### config.mk
export PLATFORM = sky130hd
export DESIGN_NAME = interrupt_controller
export DESIGN_NICKNAME = d
export VERILOG_FILES = /design/src/rtl/interrupt_controller.sv
export SDC_FILE = /design/constraint.sdc
export NUM_CORES = 1
export LEC_CHECK = 0
export CAP_MARGIN = 5
export CORE_UTILIZATION = 55
export DETAILED_ROUTE_END_ITERATION = 10
export DONT_BUFFER_PORTS = 1
export PLACE_DENSITY = 0.75
export SETUP_SLACK_MARGIN = 0.5
export SLEW_MARGIN = 20
export SYNTH_ARGS = -nofsm -noshare
export SYNTH_HDL_FRONTEND = slang
export SYNTH_SLANG_ARGS = --single-unit
### constraint.sdc
create_clock -name clk -period 1.8 [get_ports clk]
set_input_delay 0.36 -clock clk [delete_from_list [all_inputs] [get_ports clk]]
set_output_delay 0.36 -clock clk [all_outputs]
set_load 0.01 [all_outputs]
### src/rtl/interrupt_controller.sv
// interrupt_controller: single-level interrupt sequencer for a pipelined core.
// Flow: IDLE -> DRAIN -> VECTOR -> ISR -> RETURN -> IDLE.
// Optional macro IRQ_EDGE_EN selects edge-triggered pending latches.
// The default build uses level-sensitive pending latches.
// All outputs are registered and line up with the state they belong to.
module interrupt_controller #(
  parameter int unsigned N_IRQ        = 4,
  parameter logic [15:0] VECTOR_BASE  = 16'h0010,
  parameter int unsigned DRAIN_CYCLES = 2
) (
  input  logic             clk,
  input  logic             rst,
  input  logic [N_IRQ-1:0] irq_i,
  input  logic             IEN_d,
  input  logic             IOF_d,
  input  logic             RTI_d,
  input  logic [15:0]      pc_f,
  input  logic [3:0]       flags_i,
  input  logic             pipe_ready,
  output logic             stall,
  output logic             flush,
  output logic             pc_redirect,
  output logic [15:0]      pc_target,
  output logic             flags_restore,
  output logic [3:0]       flags_o,
  output logic             int_enabled,
  output logic             in_isr,
  output logic [N_IRQ-1:0] irq_ack,
  output logic [N_IRQ-1:0] irq_pending
);

  localparam int unsigned IDW        = (N_IRQ > 1) ? $clog2(N_IRQ) : 1;
  localparam logic [2:0]  DRAIN_LAST = 3'(DRAIN_CYCLES - 1);

  typedef enum logic [2:0] {
    S_IDLE   = 3'd0,
    S_DRAIN  = 3'd1,
    S_VECTOR = 3'd2,
    S_ISR    = 3'd3,
    S_RETURN = 3'd4
  } state_t;

  state_t           state_q, state_d;
  logic [2:0]       cnt_q, cnt_d;
  logic [15:0]      epc_q, epc_d;
  logic [3:0]       eflags_q, eflags_d;
  logic [IDW-1:0]   id_q, id_d;
  logic             int_en_q, int_en_d;
  logic [N_IRQ-1:0] pend_q, pend_d;
  logic [IDW-1:0]   pick;

  logic             stall_q, stall_d;
  logic             flush_q, flush_d;
  logic             redir_q, redir_d;
  logic [15:0]      tgt_q, tgt_d;
  logic             frest_q, frest_d;
  logic [3:0]       flags_o_q, flags_o_d;
  logic             in_isr_q, in_isr_d;
  logic [N_IRQ-1:0] ack_q, ack_d;

  // Lowest-index pending line wins.
  always_comb begin
    pick = '0;
    for (int i = N_IRQ - 1; i >= 0; i--)
      if (pend_q[i]) pick = IDW'(i);
  end

`ifdef IRQ_EDGE_EN
  logic [N_IRQ-1:0] irq_prev_q, irq_prev_d;

  // Edge mode: a fresh rising edge beats an ack of the same line.
  always_comb begin
    irq_prev_d = irq_i;
    pend_d     = (pend_q & ~ack_q) | (irq_i & ~irq_prev_q);
  end

  // Previous request level for edge detection.
  always_ff @(posedge clk) begin
    if (rst) irq_prev_q <= '0;
    else     irq_prev_q <= irq_prev_d;
  end
`else
  // Level mode: pending simply mirrors the registered request lines.
  always_comb begin
    pend_d = irq_i;
  end
`endif

  // Sequencer next state and captured context.
  always_comb begin
    state_d  = state_q;
    cnt_d    = cnt_q;
    epc_d    = epc_q;
    eflags_d = eflags_q;
    id_d     = id_q;
    int_en_d = int_en_q;
    case (state_q)
      S_IDLE: begin
        cnt_d = '0;
        if (IOF_d)      int_en_d = 1'b0;
        else if (IEN_d) int_en_d = 1'b1;
        if (int_en_q && !IOF_d && (|pend_q)) begin
          epc_d    = pc_f;
          eflags_d = flags_i;
          id_d     = pick;
          state_d  = S_DRAIN;
        end
      end
      S_DRAIN: begin
        if ((cnt_q >= DRAIN_LAST) && pipe_ready) begin
          // Enable drops together with the vector redirect.
          state_d  = S_VECTOR;
          cnt_d    = '0;
          int_en_d = 1'b0;
        end else if (cnt_q != 3'd7) begin
          cnt_d = cnt_q + 3'd1;
        end
      end
      S_VECTOR: state_d = S_ISR;
      S_ISR: begin
        if (RTI_d) begin
          // Enable comes back together with the return redirect.
          state_d  = S_RETURN;
          int_en_d = 1'b1;
        end
      end
      S_RETURN: state_d = S_IDLE;
      default:  state_d = S_IDLE;
    endcase
  end

  // Outputs decoded from the upcoming state so they register in step with it.
  always_comb begin
    stall_d   = (state_d == S_DRAIN) || (state_d == S_VECTOR) || (state_d == S_RETURN);
    flush_d   = (state_d == S_DRAIN) && (state_q != S_DRAIN);
    redir_d   = 1'b0;
    tgt_d     = '0;
    frest_d   = 1'b0;
    flags_o_d = '0;
    in_isr_d  = (state_d == S_ISR);
    ack_d     = '0;
    if (state_d == S_VECTOR) begin
      redir_d = 1'b1;
      tgt_d   = VECTOR_BASE + {{(14 - IDW){1'b0}}, id_q, 2'b00};
      ack_d   = N_IRQ'(1) << id_q;
    end else if (state_d == S_RETURN) begin
      redir_d   = 1'b1;
      tgt_d     = epc_q;
      frest_d   = 1'b1;
      flags_o_d = eflags_q;
    end
  end

  // State, context and registered outputs.
  always_ff @(posedge clk) begin
    if (rst) begin
      state_q   <= S_IDLE;
      cnt_q     <= '0;
      epc_q     <= '0;
      eflags_q  <= '0;
      id_q      <= '0;
      int_en_q  <= 1'b0;
      pend_q    <= '0;
      stall_q   <= 1'b0;
      flush_q   <= 1'b0;
      redir_q   <= 1'b0;
      tgt_q     <= '0;
      frest_q   <= 1'b0;
      flags_o_q <= '0;
      in_isr_q  <= 1'b0;
      ack_q     <= '0;
    end else begin
      state_q   <= state_d;
      cnt_q     <= cnt_d;
      epc_q     <= epc_d;
      eflags_q  <= eflags_d;
      id_q      <= id_d;
      int_en_q  <= int_en_d;
      pend_q    <= pend_d;
      stall_q   <= stall_d;
      flush_q   <= flush_d;
      redir_q   <= redir_d;
      tgt_q     <= tgt_d;
      frest_q   <= frest_d;
      flags_o_q <= flags_o_d;
      in_isr_q  <= in_isr_d;
      ack_q     <= ack_d;
    end
  end

  assign stall         = stall_q;
  assign flush         = flush_q;
  assign pc_redirect   = redir_q;
  assign pc_target     = tgt_q;
  assign flags_restore = frest_q;
  assign flags_o       = flags_o_q;
  assign int_enabled   = int_en_q;
  assign in_isr        = in_isr_q;
  assign irq_ack       = ack_q;
  assign irq_pending   = pend_q;

endmodule

==> results of run 1 <==
[through the flow]
stage / utilization, % / total power [mW] / std cells
final: 72.55 / 2.970 / 276
after CTS: 68.85 / 2.973 / 271
after global routing: 72.55 / 3.054 / 276
after detailed placement: 59.38 / 1.573 / 247
after global placement: 59.38 / 1.565 / 247
after floorplan: - / 1.549 / 206
[worst paths after layout]
kind / to / slack (ps)
worst max-delay path: eflags_q[2] / 160
worst min-delay path: cnt_q[0] / 80
worst max register to register: eflags_q[2] / 160
worst min register to register: pc_target[1] / 450
[cell usage in the layout, fill, tap and decap left out, types with 3 or more instances in the layout]
cell type                  synthesis  layout
sky130_fd_sc_hd__inv_1             6       4
sky130_fd_sc_hd__nor2_1            6       5
sky130_fd_sc_hd__dfxtp_1          62      58
sky130_fd_sc_hd__and2_1           18      17
sky130_fd_sc_hd__dfxtp_4           0       3
sky130_fd_sc_hd__buf_6             4       8
sky130_fd_sc_hd__o311a_1          20      20
sky130_fd_sc_hd__nor2b_1           5       5
sky130_fd_sc_hd__a31o_1           20      20
sky130_fd_sc_hd__clkbuf_8          0      12
sky130_fd_sc_hd__buf_4             2      11
[power breakdown]
| group | total [mW] | internal, mW | switching, mW |
|---|---|---|---|
| clock network | 1.40 | 0.891 | 0.505 |
| logic | 0.152 | 0.0717 | 0.0802 |
| registers | 1.42 | 1.40 | 0.0264 |
| total | 2.97 | 2.36 | 0.612 |
[cells by family (layout without fill, tap and decap cells)]
kind of cell	after synthesis	after routing	synth area share, %
flip-flops	62	62	53.71
AND/OR/NAND/NOR	52	52	14.24
multiplexers	1	1	0.4332
adder cells (fa/ha/maj)	3	3	1.624
buffers and inverters	26	46	6.009
AO/OA/AOI/OAI	62	62	23.99
[state kept, by name (all words and copies together), names as in the netlist, 2 cells and up]
name,count
irq_ack,4
state_q,3
id_q,2
flags_o,4
eflags_q,4
epc_q,16
pc_target,16
irq_pending,4
cnt_q,3
[metal layers]
metal	vias up	GRT usage, %	share of wire (%)
met5	-	0	0
met4	0	18.88	3.6
met3	15	7.534	5.1
met2	59	41.29	53
met1	821	26.38	38
li1	804	-	-
[critical path, delay by kind of cell (launching register included)]
family / cells / cell delay (ps)
AOI/OAI and AO/OA: 2 / 540
buffers and inverters: 1 / 180
DFF: 1 / 380
and+or+nand+nor: 1 / 440
[cell type report]
| cell class | instances | area (sq um) |
|---|---|---|
| inverter | 7 | 28.78 |
| clock inverter | 3 | 65.06 |
| sequential | 62 | 1254 |
| multi-input combinational | 118 | 1086 |
| tap | 50 | 62.56 |
| clock buffer | 13 | 168.9 |
| fill | 274 | 1106 |
| timing repair buffer | 23 | 257.7 |
[repair_timing]
item                       CTS  global route
pin swaps                   11             5
setup endpoints to repair   55            55
resized for setup           23            18
cloned                       0             3
setup buffers                8             2
[cells in the mapped netlist, types with 2 or more instances]
| library cell | number |
|---|---|
| sky130_fd_sc_hd__dfxtp_1 | 62 |
| sky130_fd_sc_hd__a31o_1 | 20 |
| sky130_fd_sc_hd__o311a_1 | 20 |
| sky130_fd_sc_hd__and2_1 | 18 |
| sky130_fd_sc_hd__clkbuf_1 | 10 |
| sky130_fd_sc_hd__inv_1 | 6 |
| sky130_fd_sc_hd__nor2_1 | 6 |
| sky130_fd_sc_hd__nor2b_1 | 5 |
| sky130_fd_sc_hd__buf_6 | 4 |
| sky130_fd_sc_hd__nand2_1 | 4 |
| sky130_fd_sc_hd__ha_1 | 3 |
| sky130_fd_sc_hd__a21o_1 | 2 |
| sky130_fd_sc_hd__a21oi_1 | 2 |
| sky130_fd_sc_hd__a22o_1 | 2 |
| sky130_fd_sc_hd__buf_2 | 2 |
| sky130_fd_sc_hd__buf_4 | 2 |
| sky130_fd_sc_hd__nand3b_1 | 2 |
| sky130_fd_sc_hd__nand4_1 | 2 |
| sky130_fd_sc_hd__nor3_1 | 2 |
| sky130_fd_sc_hd__nor3b_1 | 2 |
| sky130_fd_sc_hd__o21ai_0 | 2 |
| sky130_fd_sc_hd__o32ai_1 | 2 |
==> insert_results.sql, run 1 <==
INSERT INTO impl_metrics (metric_group, metric, value, unit) VALUES
('clocking', 'ctsHtreeMaxLevel', '3', ''),
('worst_setup_path', 'worst_r2r_path_depth', '4', ''),
('synth', 'synth_sequential_area_ratio', '53.71', '%'),
('synth', 'synth_cells', '206', ''),
('drt', 'wire_per_inst', '19.59', 'um'),
('min_path', 'holdPathStages', '1', ''),
('placement', 'gpl.final_weighted_congestion', '0.7381', ''),
('global_routing', 'first_global_vias', '1656', ''),
('die', 'die_height', '66.82', 'um'),
('synth', 'yosysUniqueCellTypes', '48', ''),
('drt', 'vias', '1699', ''),
('clocking', 'cts.sinks', '62', ''),
('timing', 'slew_headroom', '72.54', '%'),
('synth', 'synth.yosys.warnings', '0', ''),
('drt', 'drt.antenna.violating_nets', '0', ''),
('finish', 'areaGrowthSynthToFinish', '26.48', '%'),
('worst_setup_path', 'worst_setup_path_end_kind', 'flop', ''),
('global_routing', 'antenna_violations_before_repair', '0', ''),
('global_routing', 'grt_overflow', '0', ''),
('drt', 'route.final.wire_length', '5.408', 'mm'),
('global_routing', 'first_pass_grt_wire_length', '7.955', 'mm'),
('clocking', 'insertion_delay', '340', 'ps'),
('die', 'die-area', '4465', 'sq um'),
('worst_setup_path', 'crit_start', 'int_enabled', ''),
('synth', 'synth_area_leader_cell', 'sky130_fd_sc_hd__dfxtp_1', ''),
('placement', 'detailedPlacementHpwl', '3.077', 'mm'),
('timing', 'setup_violations', '0', ''),
('placement', 'pre_cts_setup_slack', '113.7', 'ps'),
('min_path', 'min_path_type', 'in -> reg', ''),
('timing', 'tns', '0', 'ps'),
('synth', 'ys_seq_elements', '62', ''),
('global_routing', 'grt_util_all_layers', '24.96', '%'),
('placement', 'postPlaceCellArea', '2392', 'sq um'),
('clocking', 'cts_hold_buffers', '0', ''),
('global_routing', 'pin_count_of_the_biggest_net_entering_global_routing', '43', ''),
('clocking', 'cts_buffers', '9', ''),
('timing', 'min_period_over_period', '91.24', '%'),
('power_and_ir_drop', 'power_per_cell_area', '1016', 'nW/um^2'),
('timing', 'min_period', '1642', 'ps'),
('synth', 'synth.top_cell.area_share', '53.71', '%'),
('synth', 'synth_enable_flop_cells', '0', ''),
('worst_setup_path', 'timing.critical_path.arrival', '1880', 'ps'),
('finish', 'post_route_cells_drive_above_1_share', '31.42', '%'),
('finish', 'design.final.nets', '254', ''),
('clocking', 'clock_tree_from_tritoncts', 'yes', ''),
('finish', 'n_antenna_cell', '0', ''),
('worst_setup_path', 'setup_cp_type', 'reg -> reg', ''),
('clocking', 'cts.clk_slew.worst_paths', '70', 'ps'),
('synth', 'mappedNetlistNets', '239', ''),
('timing', 'finalHoldWorstSlack', '81.20', 'ps'),
('die', 'floorplan.initialDensity', '57.36', '%'),
('worst_setup_path', 'reg2reg_from', 'int_enabled', ''),
('timing', 'setup_repair_after_global_routing_missed_its_margin', 'true', ''),
('power_and_ir_drop', 'leakage', '1.141', 'nW'),
('worst_setup_path', 'worst_setup_path_start_kind', 'flop', ''),
('drt', 'drc', '0', ''),
('die', 'core_area', '4029', 'sq um'),
('worst_setup_path', 'crit_required', '2040', 'ps'),
('min_path', 'beginning_of_the_worst_hold_path', 'rst', ''),
('worst_setup_path', 'critPathMaxFanout', '20', ''),
('worst_setup_path', 'cpPeakStageDelay', '440', 'ps'),
('drt', 'detailedRoute.firstIterationViolations', '109', ''),
('synth', 'synth.cell_area', '2311', 'sq um'),
('placement', 'port_buffers', '0', ''),
('timing', 'timing.final.max_slew_violations', '0', ''),
('synth', 'synth_flop_cell', 'sky130_fd_sc_hd__dfxtp_1', ''),
('timing', 'fin_worst_skew', '5.914', 'ps'),
('finish', 'final_cell_area', '2923', 'sq um'),
('outcome', 'status', 'complete, no violations', ''),
('synth', 'synth_area_leaders', 'sky130_fd_sc_hd__dfxtp_1, sky130_fd_sc_hd__o311a_1, sky130_fd_sc_hd__a31o_1', ''),
('die', 'chipWidth', '66.82', 'um');
No activity file was read; power rests on OpenSTA's default activity.
==> run 2, diff against run 1 <==
CTS_BUF_LIST = sky130_fd_sc_hd__clkbuf_8   (was not set)
==> run 2 against run 1 <==
  * Global-route usage unchanged
  * Sequential cell count unchanged
  * Clock-buffer cell count decreased by 1
  * Final cell count unchanged
  * Combinational power about the same
  * Critical path type unchanged
  * Highest routed layer unchanged
==> insert_results.sql, run 2 (synthesized netlist as in run 1, its figures left out) <==
INSERT INTO impl_metrics (metric_group, metric, value, unit) VALUES
('global_routing', 'grt_util_all_layers', '24.96', '%'),
('timing', 'timing.final.max_slew_violations', '0', ''),
('die', 'floorplan.initialDensity', '57.36', '%'),
('global_routing', 'first_global_vias', '1656', ''),
('run', 'drv.max_cap_violation_count', '0', ''),
('clocking', 'cts_max_path_buffers', '2', ''),
('drt', 'drtPass1Iterations', '5', ''),
('clocking', 'cts.sinks', '62', ''),
('worst_setup_path', 'crit_required', '2040', 'ps'),
('placement', 'detailedPlacementHpwl', '3.077', 'mm'),
('worst_setup_path', 'worst_setup_path_end_kind', 'flop', ''),
('die', 'core_area', '4029', 'sq um'),
('worst_setup_path', 'worst_setup_path_start_kind', 'flop', ''),
('worst_setup_path', 'setup_cp_type', 'reg -> reg', ''),
('timing', 'min_period_over_period', '91.16', '%'),
('finish', 'areaGrowthSynthToFinish', '26.48', '%'),
('die', 'floorplan.io_pins', '64', ''),
('clocking', 'clock_tree_from_tritoncts', 'yes', ''),
('timing', 'tns', '0', 'ps'),
('drt', 'wire_per_inst', '19.59', 'um'),
('die', 'chipWidth', '66.82', 'um'),
('finish', 'post_route_cells_drive_above_1_share', '31.42', '%'),
('worst_setup_path', 'reg2reg_from', 'int_enabled', ''),
('die', 'die_height', '66.82', 'um'),
('finish', 'design.final.nets', '254', ''),
('die', 'num_rows', '23', ''),
('placement', 'port_buffers', '0', ''),
('global_routing', 'first_pass_grt_wire_length', '7.955', 'mm'),
('timing', 'min_period', '1641', 'ps'),
('power_and_ir_drop', 'leakage', '1.145', 'nW'),
('drt', 'route.final.wire_length', '5.407', 'mm'),
('clocking', 'ctsRootBufferMaster', 'sky130_fd_sc_hd__clkbuf_8', ''),
('drt', 'drt.antenna.violating_nets', '0', ''),
('min_path', 'beginning_of_the_worst_hold_path', 'rst', ''),
('placement', 'gpl.final_weighted_congestion', '0.7381', ''),
('finish', 'layout_commonest_cell', 'sky130_fd_sc_hd__dfxtp_1', ''),
('worst_setup_path', 'crit_start', 'int_enabled', ''),
('timing', 'setup_violations', '0', ''),
('worst_setup_path', 'timing.critical_path.arrival', '1880', 'ps'),
('drt', 'drc', '0', ''),
('min_path', 'min_path_type', 'in -> reg', ''),
('global_routing', 'grt_overflow', '0', ''),
('timing', 'report.final.hold_viol_count', '0', ''),
('clocking', 'cts.clk_slew.worst_paths', '70', 'ps'),
('timing', 'fmax', '609.4', 'MHz'),
('finish', 'commonest_cells_after_routing_fill_and_taps_aside', 'sky130_fd_sc_hd__dfxtp_1, sky130_fd_sc_hd__o311a_1, sky130_fd_sc_hd__a31o_1, sky130_fd_sc_hd__and2_1, sky130_fd_sc_hd__clkbuf_8', ''),
('timing', 'tightestPinTransition', '411.0', 'ps'),
('clocking', 'ctsHtreeMaxLevel', '3', ''),
('finish', 'n_antenna_cell', '0', ''),
('drt', 'detailedRoute.firstIterationViolations', '106', ''),
('clocking', 'insertion_delay', '340', 'ps'),
('worst_setup_path', 'worst_r2r_path_depth', '4', ''),
('die', 'die-area', '4465', 'sq um'),
('outcome', 'status', 'complete, no violations', ''),
('timing', 'finalHoldWorstSlack', '80.39', 'ps'),
('timing', 'setup_repair_after_global_routing_missed_its_margin', 'true', ''),
('min_path', 'holdPathStages', '1', ''),
('drt', 'routed_via_density', '6.192', ''),
('global_routing', 'pin_count_of_the_biggest_net_entering_global_routing', '43', ''),
('timing', 'fin_worst_skew', '5.932', 'ps'),
('power_and_ir_drop', 'peak_supply_drop', '467.5', 'uV'),
('timing', 'slew_headroom', '72.60', '%'),
('drt', 'vias', '1709', ''),
('clocking', 'cts_buffers', '9', ''),
('worst_setup_path', 'critPathMaxFanout', '20', ''),
('global_routing', 'antenna_violations_before_repair', '0', ''),
('power_and_ir_drop', 'power_per_cell_area', '1015', 'nW/um^2');
==> run 2: cell count changes in the layout (fill, tap and decap cells not counted) <==
| cell | previous run | this run |
|---|---|---|
| sky130_fd_sc_hd__clkbuf_1 | 1 | 0 |
| sky130_fd_sc_hd__inv_1 | 4 | 5 |
==> run 2: metal layers <==
layer	global-route usage [%]	part of all wire (%)
met1	26.38	38
met2	41.29	53
met3	7.534	5.2
met4	18.88	4.0
met5	0	0
==> run 2: critical path, cell delays in order, from the launching register on <==
cell and delay, ps:
sky130_fd_sc_hd__dfxtp_4 380, sky130_fd_sc_hd__or3b_4 440, sky130_fd_sc_hd__buf_12 180, sky130_fd_sc_hd__o311a_1 350, sky130_fd_sc_hd__a31o_1 190
==> run 2: area by class of cell <==
class                      count  area, sq um
sequential                    62         1254
fill                         274         1106
multi-input combinational    118         1086
timing repair buffer          23        257.7
clock buffer                  12        165.2
clock inverter                 4        68.82
tap                           50        62.56
inverter                       7        28.78
==> run 2: path summary, 6_finish.rpt <==
kind,end,slack [ps]
setup reg to reg,eflags_q[2],160
hold reg to reg,pc_target[1],450
hold / removal,cnt_q[0],80
setup / recovery,eflags_q[2],160
==> run 2: power by group <==
group / switching (mW) / internal [mW]
sequential: 0.0264 / 1.40
combinational: 0.0799 / 0.0717
clock: 0.507 / 0.885
==> run 2: stage by stage <==
stage | power [mW] | utilization, % | area [sq um] | std cells | setup slack (ps)
3_3_place_gp | 1.565 | 59.38 | 2392 | 247 | 150.3
5_1_grt | 3.049 | 72.55 | 2923 | 276 | 140.9
4_1_cts | 2.968 | 68.85 | 2774 | 271 | 179.7
3_5_place_dp | 1.573 | 59.38 | 2392 | 247 | 113.7
2_1_floorplan | 1.549 | - | 2359 | 206 | 235.8
6_report | 2.966 | 72.55 | 2923 | 276 | 159.1
==> run 2: what timing repair did <==
item,4_1_cts,5_1_grt
hold buffers,0,0
buffers inserted,8,2
endpoints found under the setup margin,55,55
gates cloned,0,3
pin swaps,11,5
gates resized for setup,23,18
==> run 3, diff against run 2 <==
==> constraint.sdc (replaced) <==
create_clock -name clk -period 1.8 [get_ports clk]
set_input_delay 0.18 -clock clk [delete_from_list [all_inputs] [get_ports clk]]
set_output_delay 0.18 -clock clk [all_outputs]
set_load 0.01 [all_outputs]
==> run 3 against run 2 <==
  * Clock-buffer cell count shrank 1
  * Combinational power is 37% higher
  * Final cell count is 11% higher
==> insert_results.sql, run 3 (synthesized netlist as in run 1, its figures left out) <==
INSERT INTO impl_metrics (metric_group, metric, value, unit) VALUES
('outcome', 'status', 'complete, no violations', ''),
('drt', 'drtPass1Iterations', '4', ''),
('clocking', 'insertion_delay', '340', 'ps'),
('die', 'num_rows', '23', ''),
('power_and_ir_drop', 'power_per_cell_area', '912.1', 'nW/um^2'),
('timing', 'fmax', '612.5', 'MHz'),
('finish', 'seqCellArea', '1254', 'sq um'),
('timing', 'min_period', '1633', 'ps'),
('worst_setup_path', 'reg2reg_from', 'int_enabled', ''),
('placement', 'place.detailed.instances', '247', ''),
('power_and_ir_drop', 'net-switching-power', '0.6415', 'mW'),
('finish', 'areaGrowthSynthToFinish', '35.35', '%'),
('global_routing', 'pin_count_of_the_biggest_net_entering_global_routing', '42', ''),
('drt', 'drt.antenna.violating_nets', '0', ''),
('clocking', 'clock_tree_from_tritoncts', 'yes', ''),
('global_routing', 'grt_overflow', '0', ''),
('worst_setup_path', 'cpPeakStageDelay', '400', 'ps'),
('finish', 'final_cell_area', '3128', 'sq um'),
('clocking', 'ctsHtreeMaxLevel', '3', ''),
('run', 'drv.max_cap_violation_count', '0', ''),
('global_routing', 'antenna_violations_before_repair', '0', ''),
('worst_setup_path', 'crit_start', 'int_enabled', ''),
('die', 'die-area', '4465', 'sq um'),
('power_and_ir_drop', 'p_clk_share', '42.8', '%'),
('worst_setup_path', 'total_buffers_and_inverters_traversed_by_the_critical_path', '2', ''),
('timing', 'fin_worst_skew', '4.248', 'ps'),
('global_routing', 'grt_util_all_layers', '28.79', '%'),
('finish', 'area_used_by_multi_input_combinational_logic', '1065', 'sq um'),
('die', 'chipWidth', '66.82', 'um'),
('worst_setup_path', 'worst_setup_path_end_kind', 'flop', ''),
('finish', 'commonest_cells_after_routing_fill_and_taps_aside', 'sky130_fd_sc_hd__dfxtp_1, sky130_fd_sc_hd__dlygate4sd3_1, sky130_fd_sc_hd__o311a_1, sky130_fd_sc_hd__a31o_1, sky130_fd_sc_hd__and2_1', ''),
('drt', 'routed_via_density', '5.997', ''),
('power_and_ir_drop', 'power.switching_fraction', '22.48', '%'),
('worst_setup_path', 'crit_chain', 'or3b_4 -> buf_12 -> nor3_4 -> buf_6 -> a31o_1', ''),
('worst_setup_path', 'critPathMaxFanout', '23', ''),
('placement', 'detailedPlacementHpwl', '3.027', 'mm'),
('worst_setup_path', 'worst_setup_path_start_kind', 'flop', ''),
('die', 'core_area', '4029', 'sq um'),
('timing', 'setup_violations', '0', ''),
('power_and_ir_drop', 'intPower', '2.212', 'mW'),
('timing', 'slew_headroom', '65.73', '%'),
('global_routing', 'first_global_vias', '1816', ''),
('drt', 'drc', '0', ''),
('drt', 'vias', '1835', ''),
('finish', 'n_antenna_cell', '0', ''),
('timing', 'finalHoldWorstSlack', '22.64', 'ps'),
('drt', 'route.final.wire_length', '5.639', 'mm'),
('finish', 'layout_commonest_cell', 'sky130_fd_sc_hd__dfxtp_1', ''),
('die', 'die_height', '66.82', 'um'),
('finish', 'layout.filler_cells', '247', ''),
('drt', 'wire_per_inst', '18.43', 'um'),
('timing', 'timing.final.max_slew_violations', '0', ''),
('min_path', 'min_path_type', 'in -> reg', ''),
('timing', 'tns', '0', 'ps'),
('placement', 'gpl.final_weighted_congestion', '0.7802', ''),
('timing', 'tightestPinTransition', '511.9', 'ps'),
('finish', 'design.final.nets', '284', ''),
('timing', 'setup_repair_after_global_routing_missed_its_margin', 'true', ''),
('worst_setup_path', 'critical_path.top_delay_family', 'simple AND/OR/NAND/NOR gates', ''),
('timing', 'min_period_over_period', '90.70', '%'),
('worst_setup_path', 'setup_cp_type', 'reg -> reg', ''),
('power_and_ir_drop', 'seqPwrFrac', '49.9', '%'),
('clocking', 'cts.sinks', '62', ''),
('drt', 'detailedRoute.firstIterationViolations', '116', ''),
('global_routing', 'first_pass_grt_wire_length', '8.990', 'mm'),
('worst_setup_path', 'crit_required', '2080', 'ps'),
('die', 'floorplan.io_pins', '64', ''),
('worst_setup_path', 'timing.critical_path.arrival', '1920', 'ps'),
('timing', 'report.final.hold_viol_count', '0', ''),
('clocking', 'cts.clk_slew.worst_paths', '70', 'ps'),
('power_and_ir_drop', 'peak_supply_drop', '616.9', 'uV'),
('min_path', 'beginning_of_the_worst_hold_path', 'rst', ''),
('clocking', 'cts_buffers', '9', ''),
('power_and_ir_drop', 'combinational_power_share', '7.3', '%'),
('finish', 'post_layout_nonfiller_instances', '306', ''),
('worst_setup_path', 'crit_path_top_delay_cell', 'sky130_fd_sc_hd__or3b_4', ''),
('finish', 'post_route_cells_drive_above_1_share', '28.91', '%'),
('clocking', 'cts_max_path_buffers', '2', ''),
('power_and_ir_drop', 'leakage', '1.234', 'nW'),
('placement', 'postPlaceCellArea', '2391', 'sq um'),
('clocking', 'ctsRootBufferMaster', 'sky130_fd_sc_hd__clkbuf_8', ''),
('die', 'floorplan.initialDensity', '57.36', '%'),
('placement', 'port_buffers', '0', '');
-- run 3: path summary, 6_finish.rpt --
check                 end  depth (start not counted)  slack [ps]
max reg2reg   eflags_q[1]                          5         170
min reg2reg  pc_target[8]                          1         460
min            state_q[1]                          2          20
max           eflags_q[1]                          5         170
-- run 3: metrics by stage --
step                total power [mW]  worst slack, ps  util, %
finish                         2.853            167.4    77.64
global route                   2.955            92.93    77.64
CTS                            2.839            204.0    75.59
detailed placement             1.575            170.3    59.35
global placement               1.568            192.3    59.35
floorplan                      1.548            239.5        -
-- run 3: layout make-up --
cell class                 instances  share of cell area [%]
inverter                           7                   1.040
clock inverter                     5                   1.560
sequential                        62                   40.08
multi-input combinational        118                   34.04
clock buffer                      11                   4.840
tap                               50                   2.000
timing repair inverter             1                  0.2400
timing repair buffer              52                   16.20
-- run 3: power groups by stage --
stage / clock network, mW / logic, mW / registers, mW
4_1_cts: 1.22 / 0.193 / 1.42
6_report: 1.22 / 0.208 / 1.42
5_1_grt: 1.30 / 0.225 / 1.43
3_5_place_dp: 0 / 0.121 / 1.45
3_3_place_gp: 0 / 0.116 / 1.45
2_1_floorplan: 0 / 0.101 / 1.45
-- run 3: layer usage --
| layer | GRT usage, % | routed length (um) | up-vias |
|---|---|---|---|
| met5 | 0 | 0 | - |
| met4 | 17.29 | 214 | 0 |
| met3 | 9.932 | 321 | 18 |
| met2 | 45.58 | 2823 | 72 |
| met1 | 33.16 | 2281 | 883 |
| li1 | - | - | 862 |
-- run 3: repair_timing --
action,in CTS,in global routing
resized for setup,28,13
setup endpoints to repair,56,46
cloned,2,0
hold buffers,25,0
setup buffers,12,4
endpoints found under the hold margin,28,0
pin swaps,14,10
